[src/rtl/gpr_pkg.sv]
// Shared definitions for the gpr_file_mp register file: write-mode encodings,
// the hard-wired zero register index and the write-value formatter used by
// both the storage write path and the read bypass.
package gpr_pkg;

  // Widest data path the formatter handles; callers zero-extend and truncate.
  localparam int unsigned MAX_DW = 64;

  typedef enum logic [1:0] {
    WM_NORM = 2'b00,
    WM_SLT  = 2'b01,
    WM_LINK = 2'b10,
    WM_NONE = 2'b11
  } wr_mode_e;

  localparam int unsigned ZERO_REG = 0;

  // Operands arrive zero-extended to MAX_DW; dw is the real data width so the
  // sign bit for set-on-sign can be located.
  function automatic logic [MAX_DW-1:0] fmt_wdata(input logic [1:0]        mode,
                                                  input logic [MAX_DW-1:0] wr_data,
                                                  input logic [MAX_DW-1:0] pc_plus,
                                                  input int unsigned       dw);
    logic [MAX_DW-1:0] res;
    logic [MAX_DW-1:0] sgn;
    res = '0;
    sgn = wr_data >> (dw - 1);
    case (mode)
      WM_NORM: res = wr_data;
      WM_SLT:  res[0] = sgn[0];
      WM_LINK: res = {pc_plus[MAX_DW-3:0], 2'b00};
      default: res = '0;
    endcase
    return res;
  endfunction

endpackage

[src/rtl/gpr_file_mp_if.sv]
// Decode/writeback/issue bus of the gpr_file_mp register file.
interface gpr_file_mp_if #(
  parameter int unsigned DW     = 32,
  parameter int unsigned NREG   = 32,
  parameter int unsigned NUM_RD = 2
);
  localparam int unsigned AW = $clog2(NREG);

  logic [NUM_RD*AW-1:0] rd_addr;
  logic [NUM_RD*DW-1:0] rd_data;
  logic [NUM_RD-1:0]    rd_busy;
  logic                 wr_en;
  logic [AW-1:0]        wr_addr;
  logic [DW-1:0]        wr_data;
  logic [1:0]           wr_mode;
  logic [DW-3:0]        pc_plus;
  logic                 iss_en;
  logic [AW-1:0]        iss_addr;
  logic                 any_busy;

  modport master (
    output rd_addr, wr_en, wr_addr, wr_data, wr_mode, pc_plus, iss_en, iss_addr,
    input  rd_data, rd_busy, any_busy
  );

  modport slave (
    input  rd_addr, wr_en, wr_addr, wr_data, wr_mode, pc_plus, iss_en, iss_addr,
    output rd_data, rd_busy, any_busy
  );

endinterface

[src/rtl/gpr_scoreboard.sv]
// Per-register pending bits: issue sets, writeback clears, issue wins on a
// same-register collision. Register 0 is never pending.
module gpr_scoreboard #(
  parameter int unsigned NREG   = 32,
  parameter int unsigned NUM_RD = 2,
  localparam int unsigned AW    = $clog2(NREG)
) (
  input  logic                 clk,
  input  logic                 rst,
  input  logic                 i_set_en,
  input  logic [AW-1:0]        i_set_addr,
  input  logic                 i_clr_en,
  input  logic [AW-1:0]        i_clr_addr,
  input  logic [NUM_RD*AW-1:0] i_rd_addr,
  input  logic [NUM_RD-1:0]    i_hit,
  output logic [NUM_RD-1:0]    o_busy
);

  logic [NREG-1:0] r_pend;
  logic [NREG-1:0] w_pend_nxt;

  // Next pending state: clear first so a same-register issue overrides it.
  always_comb begin
    w_pend_nxt = r_pend;
    if (i_clr_en) w_pend_nxt[i_clr_addr] = 1'b0;
    if (i_set_en) w_pend_nxt[i_set_addr] = 1'b1;
    w_pend_nxt[0] = 1'b0;
  end

  // Pending register with synchronous reset.
  always_ff @(posedge clk) begin
    if (rst) begin
      r_pend <= '0;
    end else begin
      r_pend <= w_pend_nxt;
    end
  end

  for (genvar k = 0; k < NUM_RD; k++) begin : g_busy
    assign o_busy[k] = r_pend[i_rd_addr[k*AW +: AW]] & ~i_hit[k];
  end

endmodule

[src/rtl/gpr_file_mp.sv]
// Multi-read-port GPR file with normal/set-on-sign/link writes and a pending
// scoreboard for RAW stall detection. Optional write-to-read bypass is enabled
// by defining GPR_BYPASS_EN. DW must not exceed gpr_pkg::MAX_DW.
module gpr_file_mp
  import gpr_pkg::*;
#(
  parameter int unsigned DW       = 32,
  parameter int unsigned NREG     = 32,
  parameter int unsigned NUM_RD   = 2,
  parameter int unsigned LINK_REG = NREG - 1,
  localparam int unsigned AW      = $clog2(NREG)
) (
  input logic          clk,
  input logic          rst,
  gpr_file_mp_if.slave bus
);

  logic [DW-1:0]     r_regs [NREG];
  logic [AW-1:0]     w_wr_dest;
  logic [MAX_DW-1:0] w_fmt_full;
  logic [DW-1:0]     w_wr_val;
  logic              w_wr_store;
  logic [NUM_RD-1:0] w_hit;

  assign w_wr_dest  = (bus.wr_mode == WM_LINK) ? AW'(LINK_REG) : bus.wr_addr;
  assign w_fmt_full = fmt_wdata(bus.wr_mode, MAX_DW'(bus.wr_data), MAX_DW'(bus.pc_plus), DW);
  assign w_wr_val   = w_fmt_full[DW-1:0];
  assign w_wr_store = bus.wr_en && (bus.wr_mode != WM_NONE) && (w_wr_dest != AW'(ZERO_REG));

  // Register storage: reset clears everything, register 0 is never written.
  always_ff @(posedge clk) begin
    if (rst) begin
      for (int unsigned i = 0; i < NREG; i++) r_regs[i] <= '0;
    end else if (w_wr_store) begin
      r_regs[w_wr_dest] <= w_wr_val;
    end
  end

  for (genvar k = 0; k < NUM_RD; k++) begin : g_rd
    logic [AW-1:0] w_addr;
    logic [DW-1:0] w_stored;

    assign w_addr   = bus.rd_addr[k*AW +: AW];
    assign w_stored = (w_addr == AW'(ZERO_REG)) ? '0 : r_regs[w_addr];

`ifdef GPR_BYPASS_EN
    // A mode-11 writeback still resolves the hazard but carries no data.
    assign w_hit[k] = bus.wr_en && (w_wr_dest == w_addr) && (w_wr_dest != AW'(ZERO_REG));
    assign bus.rd_data[k*DW +: DW] = (w_hit[k] && (bus.wr_mode != WM_NONE)) ? w_wr_val
                                                                            : w_stored;
`else
    assign w_hit[k] = 1'b0;
    assign bus.rd_data[k*DW +: DW] = w_stored;
`endif
  end

  gpr_scoreboard #(
    .NREG   (NREG),
    .NUM_RD (NUM_RD)
  ) u_sb (
    .clk        (clk),
    .rst        (rst),
    .i_set_en   (bus.iss_en),
    .i_set_addr (bus.iss_addr),
    .i_clr_en   (bus.wr_en),
    .i_clr_addr (w_wr_dest),
    .i_rd_addr  (bus.rd_addr),
    .i_hit      (w_hit),
    .o_busy     (bus.rd_busy)
  );

  assign bus.any_busy = |bus.rd_busy;

endmodule
[src/flat_wrapper.sv]
// flat-port wrapper written by rule: the top's interface ports become plain ports
module gpr_file_mp_flat import gpr_pkg::*;
#(
  parameter int unsigned DW       = 32,
  parameter int unsigned NREG     = 32,
  parameter int unsigned NUM_RD   = 2,
  parameter int unsigned LINK_REG = NREG - 1,
  localparam int unsigned AW      = $clog2(NREG)
)
  (clk, rst, bus_rd_addr, bus_wr_en, bus_wr_addr, bus_wr_data, bus_wr_mode, bus_pc_plus, bus_iss_en, bus_iss_addr, bus_rd_data, bus_rd_busy, bus_any_busy);
  gpr_file_mp_if #(.DW(DW), .NREG(NREG), .NUM_RD(NUM_RD)) bus_i ();
  input logic clk;
  input logic rst;
  input wire logic [$bits(bus_i.rd_addr)-1:0] bus_rd_addr;
  input wire logic [$bits(bus_i.wr_en)-1:0] bus_wr_en;
  input wire logic [$bits(bus_i.wr_addr)-1:0] bus_wr_addr;
  input wire logic [$bits(bus_i.wr_data)-1:0] bus_wr_data;
  input wire logic [$bits(bus_i.wr_mode)-1:0] bus_wr_mode;
  input wire logic [$bits(bus_i.pc_plus)-1:0] bus_pc_plus;
  input wire logic [$bits(bus_i.iss_en)-1:0] bus_iss_en;
  input wire logic [$bits(bus_i.iss_addr)-1:0] bus_iss_addr;
  output wire logic [$bits(bus_i.rd_data)-1:0] bus_rd_data;
  output wire logic [$bits(bus_i.rd_busy)-1:0] bus_rd_busy;
  output wire logic [$bits(bus_i.any_busy)-1:0] bus_any_busy;
  assign bus_i.rd_addr = bus_rd_addr;
  assign bus_i.wr_en = bus_wr_en;
  assign bus_i.wr_addr = bus_wr_addr;
  assign bus_i.wr_data = bus_wr_data;
  assign bus_i.wr_mode = bus_wr_mode;
  assign bus_i.pc_plus = bus_pc_plus;
  assign bus_i.iss_en = bus_iss_en;
  assign bus_i.iss_addr = bus_iss_addr;
  assign bus_rd_data = bus_i.rd_data;
  assign bus_rd_busy = bus_i.rd_busy;
  assign bus_any_busy = bus_i.any_busy;
  gpr_file_mp #(.DW(DW), .NREG(NREG), .NUM_RD(NUM_RD), .LINK_REG(LINK_REG)) u_core (.clk(clk), .rst(rst), .bus(bus_i));
endmodule
[config.mk]
export PLATFORM = sky130hd
export DESIGN_NAME = gpr_file_mp_flat
export DESIGN_NICKNAME = d
export VERILOG_FILES = /design/src/rtl/gpr_pkg.sv /design/src/rtl/gpr_file_mp_if.sv /design/src/rtl/gpr_scoreboard.sv /design/src/rtl/gpr_file_mp.sv /design/src/flat_wrapper.sv
export SDC_FILE = /design/constraint.sdc
export NUM_CORES = 2
export LEC_CHECK = 0
export BUFFER_PORTS_ARGS = -buffer_cell sky130_fd_sc_hd__buf_4
export CAP_MARGIN = 20
export CELL_PAD_IN_SITES_DETAIL_PLACEMENT = 1
export CELL_PAD_IN_SITES_GLOBAL_PLACEMENT = 2
export CORE_UTILIZATION = 40
export CTS_CLUSTER_DIAMETER = 60
export DETAILED_ROUTE_END_ITERATION = 7
export GPL_TIMING_DRIVEN = 0
export PLACE_DENSITY = 0.79
export SYNTH_ARGS = -nofsm -noshare
export SYNTH_HDL_FRONTEND = slang
export SYNTH_HIERARCHICAL = 1
export SYNTH_SLANG_ARGS = --single-unit
[constraint.sdc]
create_clock -name clk -period 3.88 [get_ports clk]
set_clock_uncertainty 0.1 [all_clocks]
set_input_delay 0.776 -clock clk [delete_from_list [all_inputs] [get_ports clk]]
set_output_delay 0.776 -clock clk [all_outputs]
set_load 0.02 [all_outputs]
==> out/metrics.cfg <==
[timing]
setup_viol_count_final=29
hold_viol_final=0
tns_ns=-0.697
slew_headroom=0.225
post-route-period-util=1.02
min_period_ns=3.95
fin_ws_ns=-0.0653
max_clock_freq_ghz=0.253
worst_slew_pin_slew_ns=1.16
drv_slew=0
grt_setup_unrepaired=true

[global_routing]
grt_usage=0.347
grt_pass1_vias=42000
grt-ovfl-total=0
antenna_found_initial=6
grt_pass1_wl_mm=328
grt_max_degree=25

[clock_network]
cts-root-buf=clkbuf_16
cts.sinks=1055
cts_tree=done
clockBufferDepth=3
cts_max_level=4
clkSlewWorstSetupHoldPaths_ns=0.06
clk_latency_ns=0.76
cts_buffers=131

[routing]
wl_per_cell_um=38.6
drtIter0Drc=5615
wl_mm=239
vias=41300
viasPerCell=6.67
drcViolationCount=0
final_antenna_net_count=0
dr.pass1.iters=5

[setup_path]
cp_cell_sequence=buf_4 -> buf_4 -> nor2b_4 -> clkbuf_2 -> a22oi_1 -> a311oi_2 -> buf_4
cpMostUsedCell=buf_4
rr_worst_depth=2
crit_path_max_incr_delay_ns=0.51
cp.depth=7
critPathTopFamily=buffers and inverters
cp-start-kind=primary input
worstSetupEndpointType=output pin
slowest_stage=a311oi_2
worstPathArrival_ns=3.07
critPathMaxFanout=10
critPathRequiredTime_ns=3.00
timing.rr.end=u_core/u_sb/r_pend[3]$_SDFF_PP0_
critPathKind=primary input to output pin
reg2reg_slack_ns=3.08
reg2reg_from=u_core/u_sb/r_pend[3]$_SDFF_PP0_
path_buf_inv=4

[logic_synthesis]
synth_edf_count=1024
synth_area_leaders=edfxtp_1 (56%), mux4_2 (19%), nor2_1 (6.9%)
ys_ff_latch=1055
synth_flop_cell=edfxtp_1
synth-seq-area-share=0.574
synth_top_area_frac=0.563
synth_cell_types=44
syn_area_um2=54600
synth_top_area_cell=edfxtp_1
async_flop_share=0
yosysWarnings=6
postSynthCellCount=3949
syn-mean-instance-area_um2=13.8

[die]
initial_core_util=0.403
std_cell_rows=135
die_area_um2=138000
die_width_um=372
ios=155
die_height_um=372
core_region_area_um2=135000

[pwr]
switching_share=0.270
p_sw_w=0.00811
p_leak_nw=21.3
power_density_nw_per_um2=458
ir_drop_mv=0.500
pwr-share-seq=0.446
combPwrFrac=0.152
pwr-share-clk=0.401
power.internal_w=0.0219

[layout]
num-nets-final=4397
multi_input_area_um2=23100
drive_gt1_frac=0.312
ff_latch_area_um2=31400
n_fill_cell=13500
area_growth_pct=20.1

[worst_hold_path]
min_path_type=primary input to flop
min_to=u_core/u_sb/r_pend[12]$_SDFF_PP0_
worstHoldStart=bus_iss_addr[1]
whs_path_depth=4

[outcome]
violations=setup timing
status=finished with violations

[placement]
portBuffers=146
hpwl_mm=167
place_ws_ns=-1.83
place_congestion=1.03

[run]
maxCapViolCount=0

==> flip-flops by register name (all words and copies together) (netlist names) <==
name,cells
u_core/u_sb/r_pend,31
u_core/r_regs,1024
==> area by class of cell <==
| cell class | count | area share |
|---|---|---|
| Sequential cell | 1055 | 0.478 |
| Multi-Input combinational cell | 2478 | 0.352 |
| Clock buffer | 167 | 0.0553 |
| Buffer | 443 | 0.0418 |
| Tap cell | 1781 | 0.0340 |
| Timing Repair Buffer | 198 | 0.0307 |
| Clock inverter | 64 | 0.00814 |
| Inverter | 2 | 0.000229 |
| Antenna cell | 1 | 0.0000381 |
==> logic make-up (layout without fill, tap and decap cells) <==
logic type             count (synthesis)  after routing  share of synthesized area
and+or+nand+nor                     1311           1311                      0.101
muxes                                699            699                      0.235
DFF                                 1055           1055                      0.574
AOI/OAI and AO/OA                    434            434                     0.0547
other                                  1             35                  0.0000686
buffers and inverters                449            874                     0.0359
==> metal layers <==
layer,vias to the layer above,part of all wire,GRT usage,wire (µm)
met5,-,0.00041,0.00524,99
met4,2,0.071,0.223,16900
met3,622,0.13,0.0993,30500
met2,3142,0.44,0.507,104000
met1,21700,0.36,0.452,87100
li1,15800,-,-,-
==> worst max-delay path by stage <==
stage | end | from | slack [ns]
after CTS | bus_rd_data[9] | bus_rd_addr[2] | -0.009
after detailed placement | bus_rd_data[33] | bus_rd_addr[5] | -1.83
final | bus_rd_data[21] | bus_rd_addr[3] | -0.07
after global placement | bus_rd_data[63] | bus_rd_addr[5] | -2.03
after global routing | bus_rd_data[55] | bus_rd_addr[6] | -0.03
after floorplan | bus_rd_data[29] | bus_rd_addr[1] | 0.56
==> power by group through the flow <==
stage,Sequential [W],Combinational [W],Clock [W]
after floorplan,0.0135,0.00223,0
after CTS,0.0134,0.00442,0.0122
after global placement,0.0136,0.00386,0
after global routing,0.0135,0.00462,0.0125
final,0.0134,0.00458,0.0121
after detailed placement,0.0136,0.00400,0
==> worst register-to-register path: cells and delay by family (launching register included) <==
kind | cells | cell delay, ns
AOI/OAI and AO/OA | 2 | 0.28
DFF | 1 | 0.36
==> timing repair <==
item / CTS / global route
setup endpoints to repair: 64 / 53
pin swaps: 38 / 21
setup buffers: 3 / 3
resized for setup: 586 / 54
hold buffers: 0 / 0
==> cells in the final DEF, fill, tap and decap left out, types with 34 or more instances in the layout <==
cell type and n:
edfxtp_1 1024, nor2_1 1004, mux4_2 454, clkbuf_1 227, buf_4 195, mux2i_1 177, clkbuf_16 141, nand2_1 113
nor2b_1 65, o21ai_0 65, mux2_2 64, buf_6 53, a22oi_1 49, clkbuf_2 46, o21ai_1 44, buf_12 41
or2_2 34, conb_1 34
==> metrics by stage <==
| stage | total power, W | hold WS, ns | std cells | util | instance area [µm²] |
|---|---|---|---|---|---|
| 3_3_place_gp | 0.0175 | 0.377 | 5909 | 0.429 | 58100 |
| 2_1_floorplan | 0.0157 | 0.351 | 3982 | - | 54800 |
| 3_5_place_dp | 0.0176 | 0.386 | 5953 | 0.435 | 58900 |
| 6_report | 0.0301 | 0.254 | 6189 | 0.484 | 65600 |
| 5_1_grt | 0.0306 | 0.265 | 6188 | 0.484 | 65600 |
| 4_1_cts | 0.0300 | 0.214 | 6183 | 0.483 | 65400 |
==> cells in the mapped netlist (3+ instances only) <==
master and instances:
buf_6 4, o21ai_1 9, mux4_2 454, and4b_1 3, mux2_2 64, o2111ai_1 17, a21oi_1 32, nand2b_1 40
nor2b_1 68, buf_4 37, nor4b_2 3, nor3b_1 4, and2b_1 3, nor2_1 1010, or2_2 34, mux2i_1 177
a22oi_1 66, clkbuf_1 292, mux4_1 4, nand3_1 5, nor3_1 3, a221oi_1 47, buf_1 29, a311oi_1 64
edfxtp_1 1024, a211oi_1 64, nand3b_1 12, dfxtp_1 31, nand2_1 113, o21ai_0 133, buf_2 84
(Power assumes the default switching activity.)
